## src/rtl/ram_bist_pkg.sv

```systemverilog
// ram_bist_pkg: shared state encoding, mode constants and RAM geometry for the BIST sequencer.
package ram_bist_pkg;
  localparam int AW_DEF = 14;
  localparam int DW_DEF = 16;
  localparam logic MODE_FILL = 1'b0;
  localparam logic MODE_VERIFY = 1'b1;
  typedef enum logic [1:0] {IDLE, RUN, DRAIN, DONE} state_e;
endpackage

```

## src/rtl/ram_bist_cmp.sv

```systemverilog
// ram_bist_cmp: delays {valid, address, expected} by the read latency, compares with RAM data, counts errors.
module ram_bist_cmp import ram_bist_pkg::*; #(
  parameter int AW = AW_DEF,
  parameter int DW = DW_DEF,
  parameter int RD_LAT = 1
) (
  input  logic          clk,
  input  logic          rst,
  input  logic          clr_i,
  input  logic          vld_i,
  input  logic [AW-1:0] adr_i,
  input  logic [DW-1:0] exp_i,
  input  logic [DW-1:0] dout_i,
  output logic [AW:0]   err_cnt_o,
  output logic [AW-1:0] first_err_adr_o,
  output logic          err_flag_o
);
  logic          vld_p [RD_LAT];
  logic [AW-1:0] adr_p [RD_LAT];
  logic [DW-1:0] exp_p [RD_LAT];
  logic [AW:0]   cnt_q, cnt_d;
  logic [AW-1:0] fea_q, fea_d;
  logic          flag_q, flag_d, mis;
  always_ff @(posedge clk) begin
    if (rst) begin
      for (int k = 0; k < RD_LAT; k++) begin
        vld_p[k] <= 1'b0;
        adr_p[k] <= '0;
        exp_p[k] <= '0;
      end
      cnt_q <= '0;
      fea_q <= '0;
      flag_q <= 1'b0;
    end else begin
      vld_p[0] <= vld_i;
      adr_p[0] <= adr_i;
      exp_p[0] <= exp_i;
      for (int k = 1; k < RD_LAT; k++) begin
        vld_p[k] <= vld_p[k-1];
        adr_p[k] <= adr_p[k-1];
        exp_p[k] <= exp_p[k-1];
      end
      cnt_q <= cnt_d;
      fea_q <= fea_d;
      flag_q <= flag_d;
    end
  end
  // Only the first mismatch of a command (count still zero) captures the address.
  always_comb begin
    mis = vld_p[RD_LAT-1] && (dout_i != exp_p[RD_LAT-1]);
    cnt_d = clr_i ? '0 : mis ? cnt_q + (AW+1)'(1) : cnt_q;
    fea_d = clr_i ? '0 : (mis && cnt_q == '0) ? adr_p[RD_LAT-1] : fea_q;
    flag_d = clr_i ? 1'b0 : flag_q | mis;
  end
  assign err_cnt_o = cnt_q;
  assign first_err_adr_o = fea_q;
  assign err_flag_o = flag_q;
endmodule

```

## src/rtl/ram_bist_sequencer.sv

```systemverilog
// ram_bist_sequencer: runs FILL/VERIFY commands over a wrapping address range of the 16K x 16 RAM.
module ram_bist_sequencer import ram_bist_pkg::*; #(
  parameter int AW = AW_DEF,
  parameter int DW = DW_DEF,
  parameter int RD_LAT = 1
) (
  input  logic          clk,
  input  logic          rst,
  input  logic          start,
  input  logic          mode,
  input  logic [AW-1:0] base_adr,
  input  logic [AW:0]   len,
  input  logic [DW-1:0] seed,
  input  logic [DW-1:0] step,
  output logic          busy,
  output logic          done,
  output logic          ram_e,
  output logic [AW-1:0] ram_adr,
  output logic [DW-1:0] ram_din,
  output logic          ram_w,
  output logic          ram_r,
  input  logic [DW-1:0] ram_dout,
  output logic [AW:0]   err_cnt,
  output logic [AW-1:0] first_err_adr,
  output logic          err_flag
);
  state_e        state_q, state_d;
  logic          mode_q, mode_d, run, clr;
  logic [AW:0]   len_q, len_d, idx_q, idx_d;
  logic [AW-1:0] adr_q, adr_d;
  logic [DW-1:0] exp_q, exp_d, step_q, step_d;
  logic [2:0]    dcnt_q, dcnt_d;
  always_ff @(posedge clk) begin
    if (rst) begin
      state_q <= IDLE;
      mode_q <= MODE_FILL;
      len_q <= '0;
      idx_q <= '0;
      adr_q <= '0;
      exp_q <= '0;
      step_q <= '0;
      dcnt_q <= '0;
    end else begin
      state_q <= state_d;
      mode_q <= mode_d;
      len_q <= len_d;
      idx_q <= idx_d;
      adr_q <= adr_d;
      exp_q <= exp_d;
      step_q <= step_d;
      dcnt_q <= dcnt_d;
    end
  end
  always_comb begin
    state_d = state_q;
    mode_d = mode_q;
    len_d = len_q;
    idx_d = idx_q;
    adr_d = adr_q;
    exp_d = exp_q;
    step_d = step_q;
    dcnt_d = dcnt_q;
    clr = 1'b0;
    case (state_q)
      IDLE: if (start) begin
        clr = 1'b1;
        mode_d = mode;
        len_d = len;
        step_d = step;
        adr_d = base_adr;
        exp_d = seed;
        idx_d = '0;
        state_d = (len != '0) ? RUN : DONE;
      end
      RUN: begin
        adr_d = adr_q + AW'(1);
        exp_d = exp_q + step_q;
        idx_d = idx_q + (AW+1)'(1);
        dcnt_d = '0;
        if (idx_q == len_q - (AW+1)'(1)) state_d = (mode_q == MODE_VERIFY) ? DRAIN : DONE;
      end
      DRAIN: begin
        dcnt_d = dcnt_q + 3'd1;
        if (dcnt_q == 3'(RD_LAT - 1)) state_d = DONE;
      end
      default: state_d = IDLE;
    endcase
  end
  assign run = (state_q == RUN);
  assign busy = run || (state_q == DRAIN);
  assign done = (state_q == DONE);
  assign ram_e = run;
  assign ram_w = run && (mode_q == MODE_FILL);
  assign ram_r = run && (mode_q == MODE_VERIFY);
  assign ram_adr = run ? adr_q : '0;
  assign ram_din = ram_w ? exp_q : '0;
  ram_bist_cmp #(.AW(AW), .DW(DW), .RD_LAT(RD_LAT)) u_cmp (
    .clk(clk),
    .rst(rst),
    .clr_i(clr),
    .vld_i(ram_r),
    .adr_i(adr_q),
    .exp_i(exp_q),
    .dout_i(ram_dout),
    .err_cnt_o(err_cnt),
    .first_err_adr_o(first_err_adr),
    .err_flag_o(err_flag)
  );
endmodule

```

## config.mk

```make
export PLATFORM = sky130hd
export DESIGN_NAME = ram_bist_sequencer
export DESIGN_NICKNAME = d
export VERILOG_FILES = /design/src/rtl/ram_bist_pkg.sv /design/src/rtl/ram_bist_cmp.sv /design/src/rtl/ram_bist_sequencer.sv
export SDC_FILE = /design/constraint.sdc
export NUM_CORES = 1
export LEC_CHECK = 0
export ABC_AREA = 1
export BUFFER_PORTS_ARGS = -buffer_cell sky130_fd_sc_hd__buf_4
export CORE_ASPECT_RATIO = 1.25
export CORE_MARGIN = 2
export CORE_UTILIZATION = 49
export DETAILED_ROUTE_END_ITERATION = 7
export PLACE_DENSITY = 0.75
export SLEW_MARGIN = 10
export SYNTH_ARGS = -nofsm -noshare
export SYNTH_HDL_FRONTEND = slang
export SYNTH_SLANG_ARGS = --single-unit
```

## constraint.sdc

```tcl
create_clock -name clk -period 1.84 [get_ports clk]
set_input_delay 0.368 -clock clk [delete_from_list [all_inputs] [get_ports clk]]
set_output_delay 0.368 -clock clk [all_outputs]
set_load 0.02 [all_outputs]
```

# [Yosys cells after proc, flatten, opt, wreduce, memory -nomap -nowiden]
# Memory sizes are Yosys's and may differ from the RTL's. A register that Yosys moved wholly into a read port is not among the register bits.
# Cells that the tools add are included.
# W data, S select, Z words.
[classes] addsub=6 n_eq_ne=8 muxes=26 bitwise_logic=2 reduce_logical=18
[ops] operator="$mux W16" n=3
[ops] operator="$mux W14" n=3
[ops] operator="$pmux W16 S2" n=1
[ops] operator="$add A15 B1 Y15 const B" n=2
[ops] operator="$pmux W15 S2" n=1
[ops] operator="$pmux W14 S2" n=1
[ops] operator="$add A16 B16 Y16" n=1
[ops] operator="$ne A16 B16 Y1" n=1
[ops] operator="$reduce_or A16 Y1" n=1
[ops] operator="$eq A15 B15 Y1" n=1
[ops] operator="$logic_not A15 Y1" n=1
[ops] operator="$mux W15" n=1
[ops] operator="$reduce_bool A15 Y1" n=1
[ops] operator="$sub A15 B1 Y15 const B" n=1
[ops] operator="$add A14 B1 Y14 const B" n=1
[ops] operator="$reduce_or A14 Y1" n=1
[ops] operator="$mux W1" n=10
[ops] operator="$mux W2" n=4
[ops] operator="$pmux W2 S3" n=1
[ops] operator="$pmux W3 S2" n=1
[ops] operator="$eq A2 B2 Y1 const B" n=2
[ops] operator="$logic_and A1 B1 Y1" n=4
[ops] operator="$ne A2 B2 Y1 const B" n=2
[ops] operator="$reduce_and A2 Y1" n=2
[ops] operator="other kinds (12)" n=13
[totals] register_bits=98 ram_bits=31 output_inout_bits=65 memories=3
[memory_table] name="u_cmp.exp_p" depth=1 width=16 rd=1 rd_ports_with_merged_regs=0 write_ports=1 line_no="ram_bist_cmp.sv:20" rtl="logic [DW-1:0] exp_p [RD_LAT];"
[memory_table] name="u_cmp.adr_p" depth=1 width=14 rd=1 rd_ports_with_merged_regs=1 write_ports=1 line_no="ram_bist_cmp.sv:19" rtl="logic [AW-1:0] adr_p [RD_LAT];"
[memory_table] name="u_cmp.vld_p" depth=1 width=1 rd=1 rd_ports_with_merged_regs=0 write_ports=1 line_no="ram_bist_cmp.sv:18" rtl="logic vld_p [RD_LAT];"

# [Logic depth before layout (Yosys ltp)]
[depth] ltp_word=4 depth_mapped=15

# [By module]
# A second synthesis with hierarchy kept.
[hier_totals] cells_unflattened=1200 area_unflattened_um2=7888.8
[by_module_without_submodules] module="ram_bist_sequencer" n_inst=1 cells_each=780 area_each_um2=5141.2 seq_area_each_um2=1641.6
[by_module_without_submodules] module="ram_bist_cmp" n_inst=1 cells_each=420 area_each_um2=2747.6 seq_area_each_um2=1221.2

# [Least setup slack after synthesis]
# Ideal clock, no wire load.
[synth_path] path_type="reg-to-output" startpoint="register state_q[1]" endpoint="output port ram_din[10]" arrival_ps=1860 path_slack_ps=-388 path_stages_with_launch=8 path_buffers=1 cell_sequence="dfxtp_1 -> inv_1 -> ha_1 -> inv_2 -> nor2_1 -> inv_1 -> clkbuf_1 -> nor2_1"
[synth_via] elab_chain_len=3
[synth_lines] element="from (decl)" line_no="ram_bist_sequencer.sv:27" rtl="state_e state_q, state_d;"
[synth_lines] element="from (signal assigned)" line_no="ram_bist_sequencer.sv:44" rtl="state_q <= state_d;"
[synth_lines] element="$eq A2 B1 Y1" line_no="ram_bist_sequencer.sv:89" rtl="assign run = (state_q == RUN);"
[synth_lines] element="via ram_e" line_no="ram_bist_sequencer.sv:17" rtl="output logic ram_e,"
[synth_lines] element="$logic_and A1 B1 Y1" line_no="ram_bist_sequencer.sv:93" rtl="assign ram_w = run && (mode_q == MODE_FILL);"
[synth_lines] element="via ram_w" line_no="ram_bist_sequencer.sv:20" rtl="output logic ram_w,"
[synth_lines] element="$mux W16" line_no="ram_bist_sequencer.sv:96" rtl="assign ram_din = ram_w ? exp_q : '0;"
[synth_lines] element="to (decl)" line_no="ram_bist_sequencer.sv:19" rtl="output logic [DW-1:0] ram_din,"
# The timed path passes the listed nets, and every way through them passes these cells.

# [Worst setup path in the final report]
[layout_path] startpoint="register state_q[1]" endpoint="output port ram_din[8]"
[layout_via] elab_chain_len=3
[layout_lines] element="$eq A2 B1 Y1" line_no="ram_bist_sequencer.sv:89"
[layout_lines] element="$logic_and A1 B1 Y1" line_no="ram_bist_sequencer.sv:93"
[layout_lines] element="$mux W16" line_no="ram_bist_sequencer.sv:96"
# No other way between the ends.

==> reports/metrics.csv <==
metric;value;unit
RSZ-0062 raised after global routing;yes;
diode count;0;
asr flop ratio synth;0;
vias per cell;5.240;
ys flop type;dfxtp_1;
Comb power frac;0.464;
CP required;1.47;ns
Area contributors post-synth;dfxtp_1, nand2_1, nor2_1;
leak pwr;4.674;nW
switch share;0.3995;
Worst Max-Slew Pin Slew;0.5484;ns
CTS clk-pin slew, worst paths;0.06;ns
r2r setup slk;-0.10;ns
Total Wirelength;22020;um
compound-cell area share of the yosys netlist;0.1489;
mux share of post-synthesis cell area;0;
total grt overflow;0;
hold buffers post-CTS;0;
final hold violation count;0;
endpoint class of the critical path;primary output;
# port buffers;145;
Starting Density;0.4988;
Worst Hold Class;in -> reg;
hpwl dp;15020;um
die area;0.01616;sq mm
Net Count, Synth;1180;
setup ws final;-0.1579;ns
Post-Synth XOR/XNOR Area;0.05778;
placer congestion estimate;0.9010;
largest net degree at the start of global routing;45;
fin crit share;1.086;
Final Setup Violations;40;
Pint;9.072;mW
largest family of logic cells by synthesized area;simple AND/OR/NAND/NOR gates;
Tot Pwr;15.11;mW
clk buf depth;2;
Final min period;1.998;ns
Vias;7693;
Yosys warning count;0;
largest area contributor in the netlist;dfxtp_1;
Post-synth EDFFs;0;
DR iter-0 viols;495;
gr usage total;0.2544;
Setup Skew;0.008310;ns
Clock Latency Late Sink;0.43;ns
fill cell total of the finished layout;1165;
CTS HTree Levels;4;
Site Rows;50;
Slew Limit Fails;0;
number of I/O pins;146;
Slew headroom;0.6316;
Sequential Power Share;0.291;
CP Launch Type;register;
Yosys cell types;44;
clock network power share;0.245;
switching power;6.035;mW
# clock sinks;143;
run status;finished, violations left;
root buffer cell;clkbuf_16;
final hold slack;0.1856;ns
critical path class;reg -> out;
Routed Antenna Nets;0;
fraction of layout cells with a size suffix above 1;0.3056;
Post-Synthesis Cell Area;0.007427;sq mm
nets;1382;
first-pass GRT wire length;32710;um
initial antenna violation count;0;
most numerous cell in the Yosys netlist;nand2_1;
TritonCTS clock tree;done;
Peak Freq;500.5;MHz
synth-to-layout area growth;42.96;%
core area;0.01489;sq mm
post-synthesis sequential area ratio;0.3854;
PwrDens;1423;mW/mm^2
simple-gate portion of the synthesized area;0.2692;
Synth top area share;0.3854;
VDD IR-drop max;0.001213;V
Die X;114.1;um
WL/cell;15.00;um
failing checks;negative setup slack;
Die H;141.6;um
post-synthesis cell count;1072;
register bit total from synthesis;143;
worst-path fanout max;6;
Synth top cells by count;nand2_1, nor2_1, dfxtp_1, inv_1, o21ai_0;
WP data arrival;1.63;ns
Post-Syn Area per Cell;6.928;sq um
number of CTS-inserted buffers;17;
First-pass DRT Iterations;6;
total of max-cap violations;0;
drt drc;0;
vias in the first global route;7014;
Synth Area in Adders;0.04650;
## power groups by stage
stage	clock network [mW]	registers, mW	logic (mW)
2_1_floorplan	0	4.22	3.85
3_3_place_gp	0	4.32	5.46
3_5_place_dp	0	4.33	5.56
4_1_cts	3.74	4.29	6.04
5_1_grt	3.87	4.48	7.69
6_report	3.71	4.40	7.00
## worst max-delay path: stages, from the launching register on
cell     delay, ns
dfxtp_2       0.32
inv_2         0.07
ha_4          0.17
inv_6         0.05
nor2_4        0.12
inv_4         0.09
buf_12        0.15
nor2_4        0.10
buf_6         0.12
## cells in the final DEF, fill, tap and decap left out, types with 14 or more instances in the layout
master,instances
dfxtp_1,131
nor3_1,17
nor2_1,157
a21oi_2,14
o21ai_0,69
nor2_4,24
buf_6,26
inv_1,125
xor2_1,29
nand3_1,33
nand2_2,17
nand2_1,171
a21oi_1,60
o21ai_1,20
clkbuf_16,19
buf_4,183
xnor2_1,15
inv_2,14
## sequential cells by signal, indices dropped and copies added, names as in the netlist, 3 cells and up
name / cells
u_cmp.adr_p: 14
dcnt_q: 3
step_q: 16
u_cmp.first_err_adr_o: 14
adr_q: 14
idx_q: 15
exp_q: 16
u_cmp.exp_p: 16
u_cmp.err_cnt_o: 15
len_q: 15
## routing by layer
layer | track usage | share of wire | vias up
li1 | - | - | 3851
met1 | 0.3127 | 0.41 | 3510
met2 | 0.4380 | 0.50 | 276
met3 | 0.05382 | 0.053 | 56
met4 | 0.09178 | 0.034 | 0
met5 | 0 | 0 | -
## metrics by stage
stage | worst slack, ns | setup TNS [ns] | utilization | std cells | area [sq um]
floorplan | 0.007857 | 0 | - | 1072 | 7527
global placement | -0.08917 | -0.1571 | 0.6115 | 1413 | 9105
detailed placement | -0.1263 | -0.7330 | 0.6115 | 1413 | 9105
CTS | -0.1630 | -3.823 | 0.6735 | 1453 | 10030
global route | -0.2269 | -7.455 | 0.7131 | 1468 | 10620
finish | -0.1579 | -3.174 | 0.7131 | 1468 | 10620
## kinds of logic (layout without fill, tap and decap cells)
kind of cell / after synthesis / in the layout
AOI/OAI and AO/OA: 202 / 202
xor gates and xnor gates: 49 / 49
adders and majority gates: 27 / 27
buffers and inverters: 180 / 394
DFF: 143 / 143
and+or+nand+nor: 471 / 471
## final timing paths
check,from,endpoint,cells after the start
max,state_q[1],ram_din[8],8
min,step[9],step_q[9],3
max reg2reg,state_q[0],idx_q[11],13
min reg2reg,u_cmp.first_err_adr_o[4],u_cmp.first_err_adr_o[4],2
## timing repair
item / CTS / global route
gates cloned: 1 / 3
pin swaps: 8 / 36
resized for setup: 54 / 132
hold endpoints to repair: 0 / 0
setup endpoints to repair: 74 / 91
buffers inserted: 8 / 13
## layout make-up
type / instances / area [sq um] / share of cell area
Multi-Input combinational cell: 749 / 4461 / 0.4201
Sequential cell: 143 / 2878 / 0.2710
Timing Repair Buffer: 217 / 1844 / 0.1737
Inverter: 145 / 563.0 / 0.05303
Clock buffer: 19 / 452.9 / 0.04266
Tap cell: 182 / 227.7 / 0.02145
Clock inverter: 12 / 183.9 / 0.01732
Timing Repair inverter: 1 / 7.507 / 0.0007070
No activity file was read; power rests on OpenSTA's default activity.
